File: src/rtl/lifo_stack_pkg.sv
// Shared constants and operation decode for the lifo_stack block.
package lifo_stack_pkg;

    localparam int DEFAULT_WIDTH = 16;
    localparam int DEFAULT_DEPTH = 8;

    typedef enum logic [1:0] {
        OP_NONE,
        OP_PUSH,
        OP_POP,
        OP_REPL
    } op_e;

    // Resolves the strobes against the current status. Push and pop together
    // on an empty stack degrade to a plain push. When both strobes are high
    // and the stack is not empty, the result is a replace-top, which is legal
    // even when the stack is full.
    function automatic op_e decode_op(
        input logic push,
        input logic pop,
        input logic empty,
        input logic full
    );
        op_e op;
        op = OP_NONE;
        if (push && pop) begin
            op = empty ? OP_PUSH : OP_REPL;
        end else if (push) begin
            op = full ? OP_NONE : OP_PUSH;
        end else if (pop) begin
            op = empty ? OP_NONE : OP_POP;
        end
        return op;
    endfunction

endpackage

File: src/rtl/lifo_stack_ram.sv
// DEPTH x WIDTH register array with one synchronous write port and one
// asynchronous read port.
module lifo_stack_ram #(
    parameter int WIDTH = lifo_stack_pkg::DEFAULT_WIDTH,
    parameter int DEPTH = lifo_stack_pkg::DEFAULT_DEPTH,
    parameter int AW    = $clog2(DEPTH)
) (
    input  logic             clk,
    input  logic             we,
    input  logic [AW-1:0]    waddr,
    input  logic [WIDTH-1:0] wdata,
    input  logic [AW-1:0]    raddr,
    output logic [WIDTH-1:0] rdata
);

    logic [WIDTH-1:0] mem [DEPTH];

    // NOTE: the array has no reset on purpose. Contents are only meaningful
    // below the stack pointer, and leaving the array without a reset lets it
    // map onto plain storage cells.
    always_ff @(posedge clk) begin
        if (we) begin
            mem[waddr] <= wdata;
        end
    end

    assign rdata = mem[raddr];

endmodule

File: src/rtl/lifo_stack.sv
// Synchronous LIFO stack with push/pop strobes, registered pop data and
// full/empty flags. Define STACK_ERR_FLAG_EN to add a sticky err output.
module lifo_stack
    import lifo_stack_pkg::*;
#(
    parameter int WIDTH = DEFAULT_WIDTH,
    parameter int DEPTH = DEFAULT_DEPTH
) (
    input  logic             clk,
    input  logic             reset,
    input  logic             push,
    input  logic             pop,
    input  logic [WIDTH-1:0] value_in,
    output logic [WIDTH-1:0] value_out,
    output logic             full,
    output logic             empty
`ifdef STACK_ERR_FLAG_EN
    ,
    output logic             err
`endif
);

    localparam int AW  = $clog2(DEPTH);
    localparam int SPW = $clog2(DEPTH + 1);

    logic [SPW-1:0]   sp;
    logic [SPW-1:0]   sp_next;
    logic [SPW-1:0]   sp_dec;
    logic [WIDTH-1:0] top_data;
    logic             ram_we;
    logic [AW-1:0]    ram_waddr;
    logic [AW-1:0]    top_addr;
    logic             load_out;
    op_e              op;

    assign empty  = (sp == '0);
    assign full   = (sp == SPW'(DEPTH));
    assign sp_dec = sp - 1'b1;

    // The read address wraps when sp is 0; the data is never used then.
    assign top_addr = sp_dec[AW-1:0];

    // NOTE: every signal driven here gets a default first, so no path through
    // the case leaves one unassigned and no latch is inferred.
    always_comb begin
        op        = decode_op(push, pop, empty, full);
        sp_next   = sp;
        ram_we    = 1'b0;
        ram_waddr = sp[AW-1:0];
        load_out  = 1'b0;
        unique case (op)
            OP_PUSH: begin
                ram_we  = 1'b1;
                sp_next = sp + 1'b1;
            end
            OP_POP: begin
                load_out = 1'b1;
                sp_next  = sp_dec;
            end
            OP_REPL: begin
                ram_we    = 1'b1;
                ram_waddr = top_addr;
                load_out  = 1'b1;
            end
            default: ;
        endcase
    end

    lifo_stack_ram #(
        .WIDTH (WIDTH),
        .DEPTH (DEPTH),
        .AW    (AW)
    ) u_ram (
        .clk   (clk),
        .we    (ram_we),
        .waddr (ram_waddr),
        .wdata (value_in),
        .raddr (top_addr),
        .rdata (top_data)
    );

    // NOTE: state registers use non-blocking assignments so every flop samples
    // pre-edge values regardless of the order statements appear in.
    always_ff @(posedge clk) begin
        if (reset) begin
            sp        <= '0;
            value_out <= '0;
        end else begin
            sp <= sp_next;
            if (load_out) begin
                value_out <= top_data;
            end
        end
    end

`ifdef STACK_ERR_FLAG_EN
    // Only a push-only on full or a pop-only on empty counts as an error.
    logic err_set;
    assign err_set = (push && !pop && full) || (pop && !push && empty);

    always_ff @(posedge clk) begin
        if (reset) begin
            err <= 1'b0;
        end else if (err_set) begin
            err <= 1'b1;
        end
    end
`endif

endmodule

File: config.mk
export PLATFORM = sky130hd
export DESIGN_NAME = lifo_stack
export DESIGN_NICKNAME = d
export VERILOG_FILES = /design/src/rtl/lifo_stack_pkg.sv /design/src/rtl/lifo_stack_ram.sv /design/src/rtl/lifo_stack.sv
export SDC_FILE = /design/constraint.sdc
export NUM_CORES = 1
export LEC_CHECK = 0
export ABC_AREA = 1
export CORE_MARGIN = 4
export CORE_UTILIZATION = 25
export CTS_CLUSTER_DIAMETER = 100
export DETAILED_ROUTE_END_ITERATION = 6
export DONT_BUFFER_PORTS = 1
export PLACE_DENSITY_LB_ADDON = 0.15
export SYNTH_ARGS = -nofsm -noshare
export SYNTH_HDL_FRONTEND = slang
export SYNTH_SLANG_ARGS = --single-unit
export TNS_END_PERCENT = 5
File: constraint.sdc
create_clock -name clk -period 2.7 [get_ports clk]
set_input_delay 0.54 -clock clk [delete_from_list [all_inputs] [get_ports clk]]
set_output_delay 0.54 -clock clk [all_outputs]
set_load 0.02 [all_outputs]
==> results.txt <==
----------------------------------------------------
[Critical path]
  Endpoint of the worst register-to-register path ... u_ram.mem[0][11]
  Kind of cell with the highest combined delay on the critical path ... simple AND/OR/NAND/NOR gates
  Maximum cell stage delay along the critical path ... 480 ps
  Data arrival time at the worst-slack endpoint ... 2570 ps
  Dominant cell type by count on the critical path ... sky130_fd_sc_hd__nand2_1
  Required time reported for the critical path endpoint ... 2760 ps
  Type of the worst setup path ... register to register
  Maximum fanout along the worst path ... 16
  Worst-path cell with the longest stage delay ... sky130_fd_sc_hd__nor2_4
  Internal reg-to-reg setup slack ... 190 ps
  Cell Chain, Critical Path ... inv_1, ha_1, nand2_1, nor2_2, nor2_1, ha_4, nand2_1, o21ai_0, nand2_1, nor2_4
  Logic depth of the worst register-to-register path ... 10
  CP endpoint kind ... register
  Total buffers and inverters traversed by the critical path ... 1
  Startpoint type of the worst setup path ... register
  Worst R2R Start ... sp[1]

[Global routing]
  Vias in the first global route ... 3877
  Global-route wire length before repair ... 23600 um
  GRT Util Overall ... 12.1%
  Maximum number of pins on one net before global-route repair ... 70
  Total gr overflow ... 0
  Number of antenna violations at the first check in global routing ... 0

[Die]
  Effective utilization at floorplan ... 25.7%
  Die height ... 164 um
  Number of top-level design ports ... 38
  DIE WIDTH ... 164 um
  Area of the placeable core ... 23700 um2
  Count of standard-cell rows ... 56
  Die footprint ... 26900 um2

[Synth]
  Distinct cell type count after synthesis ... 23
  Mapped Area ... 6080 um2
  Post-synth ARST share ... 0%
  Post-synthesis cell type with the largest combined area ... sky130_fd_sc_hd__edfxtp_1
  Adder-cell share of the synthesized area ... 0.823%
  Cells taking the most area after synthesis ... sky130_fd_sc_hd__edfxtp_1, sky130_fd_sc_hd__nand2_1, sky130_fd_sc_hd__nand3_1
  Primary FF master, synth ... sky130_fd_sc_hd__edfxtp_1
  Gate Count Post-Synth ... 551
  Synthesized netlist net count ... 575
  Fraction of the mapped netlist area in simple logic gates ... 22.8%
  Number of warnings reported in the yosys synthesis log ... 0
  Post-synthesis mux area share ... 0%
  Number of enable-type register cells in the synthesized netlist ... 128
  Combinational family with the most area after synthesis ... simple AND/OR/NAND/NOR gates
  Synth Register Bits ... 148
  Most instantiated library cell after synthesis ... sky130_fd_sc_hd__nand2_1
  Compound-cell area share of the yosys netlist ... 0.967%
  Synthesized-area fraction occupied by xor and xnor cells ... 0.288%
  Post-synthesis sequential area ratio ... 69.8%
  Avg Cell Area, Syn ... 11.0 um2
  Top cells by instance count after synthesis ... sky130_fd_sc_hd__nand2_1, sky130_fd_sc_hd__edfxtp_1, sky130_fd_sc_hd__nand3_1, sky130_fd_sc_hd__nor2_1, sky130_fd_sc_hd__inv_1
  Area share of the leading cell type in the synthesized netlist ... 63.2%

[CTS]
  CTS tree ... done
  H-tree depth reported by CTS ... 4
  Post-CTS clock slew at the launch and capture registers of the worst setup and hold paths ... 60 ps
  Clock sink total ... 148
  Count of hold buffers inserted by post-cts repair ... 0
  Insertion delay to the later sink of the worst-skew pair ... 430 ps
  Number of buffers created by CTS ... 17
  Maximum buffer depth of the clock tree ... 2
  Root buffer cell ... sky130_fd_sc_hd__clkbuf_16

[Finish]
  Signed area change from the synthesized netlist to the final layout ... 17.4%
  Fin nets ... 588
  Share of cells above drive strength 1 ... 12.7%
  Filler Cells Inserted ... 2458
  Final instance area ... 7140 um2
  Core utilization of the finished layout ... 30.1%
  Ant. Diodes ... 0

[Placement]
  Number of port buffers ... 0
  Dpl hpwl ... 10100 um
  Placed Instance Area ... 6560 um2
  GPL Wtd Cong ... 0.720

[Pwr]
  Relative contribution of the clock network to total power ... 27.0%
  Switch Pwr ... 3.15 mW
  Static Leak ... 2.66 nW
  Flop pwr share ... 38.6%
  VDD IR max ... 0.465 mV
  Comb pwr share ... 34.4%
  Pwr dens ... 1160 nW/um2
  Switching power as a share of total power ... 38.1%
  Internal portion of total power ... 5.11 mW

[Detailed routing]
  Post-DR vias/cell ... 4.33
  First-pass iteration count of the detailed router ... 4
  Iteration-0 DRC Markers ... 262
  Detailed-route via count ... 3882
  Remaining design rule violation count ... 0
  Mean routed wirelength per cell ... 17.1 um
  Antenna Nets Post-Route ... 0
  Drt total wl ... 15400 um

[Timing]
  Actual slew at the worst max-slew pin ... 739 ps
  Relative max-transition margin ... 50.7%
  Timing-limited maximum frequency ... 399 MHz
  Final Hold Viols ... 0
  Clock skew after layout ... 9.76 ps
  Fin crit period ... 2510 ps
  Period Utilization, post-route ... 92.9%
  Final-report max-slew violation count ... 0
  Final setup violation count ... 0

[Worst hold path]
  Hold-critical path endpoint ... u_ram.mem[0][2]
  Class of the most critical hold timing path ... input port to register
  Startpoint of the most critical hold path ... value_in[2]
  Worst Hold Depth ... 0

[Outcome]
  Status ... finished clean

[Run]
  Max-Cap Viols ... 0

----------------------------------------------------
[worst register-to-register path: cells and delay by family (launching register included)]
| family | cells | cell delay [ps] |
|---|---|---|
| simple gates | 6 | 1150 |
| fa+ha+maj | 2 | 440 |
| flops | 1 | 330 |
| compound gates | 1 | 160 |
| buf+inv | 1 | 60 |
[cells in the final DEF (no fill, tap or decap), drive strengths merged]
cell and n:
a21boi 2, o21ai 4, a21oi 1, nor2 48
xor2 1, xnor2 1, clkinv 5, nand3 113
buf 23, dfxtp 20, ha 4, edfxtp 128
o211ai 1, clkbuf 22, or2 1, inv 36
nand2 166, clkinvlp 1
[power by group through the flow]
stage | combinational (mW) | clock, mW | sequential (mW)
floorplan | 2.03 | 0 | 3.20
global placement | 2.86 | 0 | 3.24
detailed placement | 2.87 | 0 | 3.24
CTS | 2.88 | 2.30 | 3.19
global route | 3.21 | 2.41 | 3.22
finish | 2.84 | 2.23 | 3.18
[cells by family (layout without fill, tap and decap cells)]
group / after synthesis / count (layout)
AND/OR/NAND/NOR: 328 / 328
flip-flops: 148 / 148
buffers and inverters: 61 / 87
AO/OA/AOI/OAI: 8 / 8
adder cells (fa/ha/maj): 4 / 4
XOR/XNOR: 2 / 2
[sequential cells by signal (all words and copies together) (netlist names)]
register and cells:
sp 4, u_ram.mem 128, value_out 16
[stage by stage]
step	total power [mW]	hold slack (ps)	setup TNS, ps	instances	setup slack, ps
floorplan	5.23	511	0	551	24.9
global placement	6.10	589	0	864	191
detailed placement	6.12	596	0	864	145
CTS	8.38	185	0	896	121
global route	8.84	181	-18.6	896	-4.10
finish	8.26	205	0	896	191
[timing repair]
item	in CTS	in global routing
setup endpoints to repair	0	112
resized for setup	0	2
buffers inserted	0	0
[final cells by class]
cell class | instances | area [um2] | share of cell area, %
clock buffers | 22 | 497 | 6.96
clock inverters | 10 | 70.1 | 0.981
inverters | 32 | 120 | 1.68
multi-input cells | 342 | 1600 | 22.4
flip-flops and latches | 148 | 4250 | 59.5
well taps | 319 | 399 | 5.59
repair buffers | 23 | 210 | 2.94
[how the worst max path moves through the flow]
stage | startpoint | slack [ps] | to | depth (start not counted)
floorplan | sp[0] | 20 | u_ram.mem[7][0] | 14
finish | sp[1] | 190 | u_ram.mem[0][11] | 10
global route | sp[1] | -4 | u_ram.mem[3][6] | 10
CTS | sp[1] | 120 | u_ram.mem[7][9] | 12
global placement | sp[1] | 190 | u_ram.mem[7][11] | 12
detailed placement | sp[1] | 150 | u_ram.mem[3][9] | 10
[routing by layer]
metal	up-vias	part of all wire, %	GRT usage [%]
li1	1896	-	-
met1	1889	49	17.1
met2	77	44	18.0
met3	20	4.7	3.01
met4	0	1.7	4.80
met5	-	0	0
No activity file was read; power rests on OpenSTA's default activity.
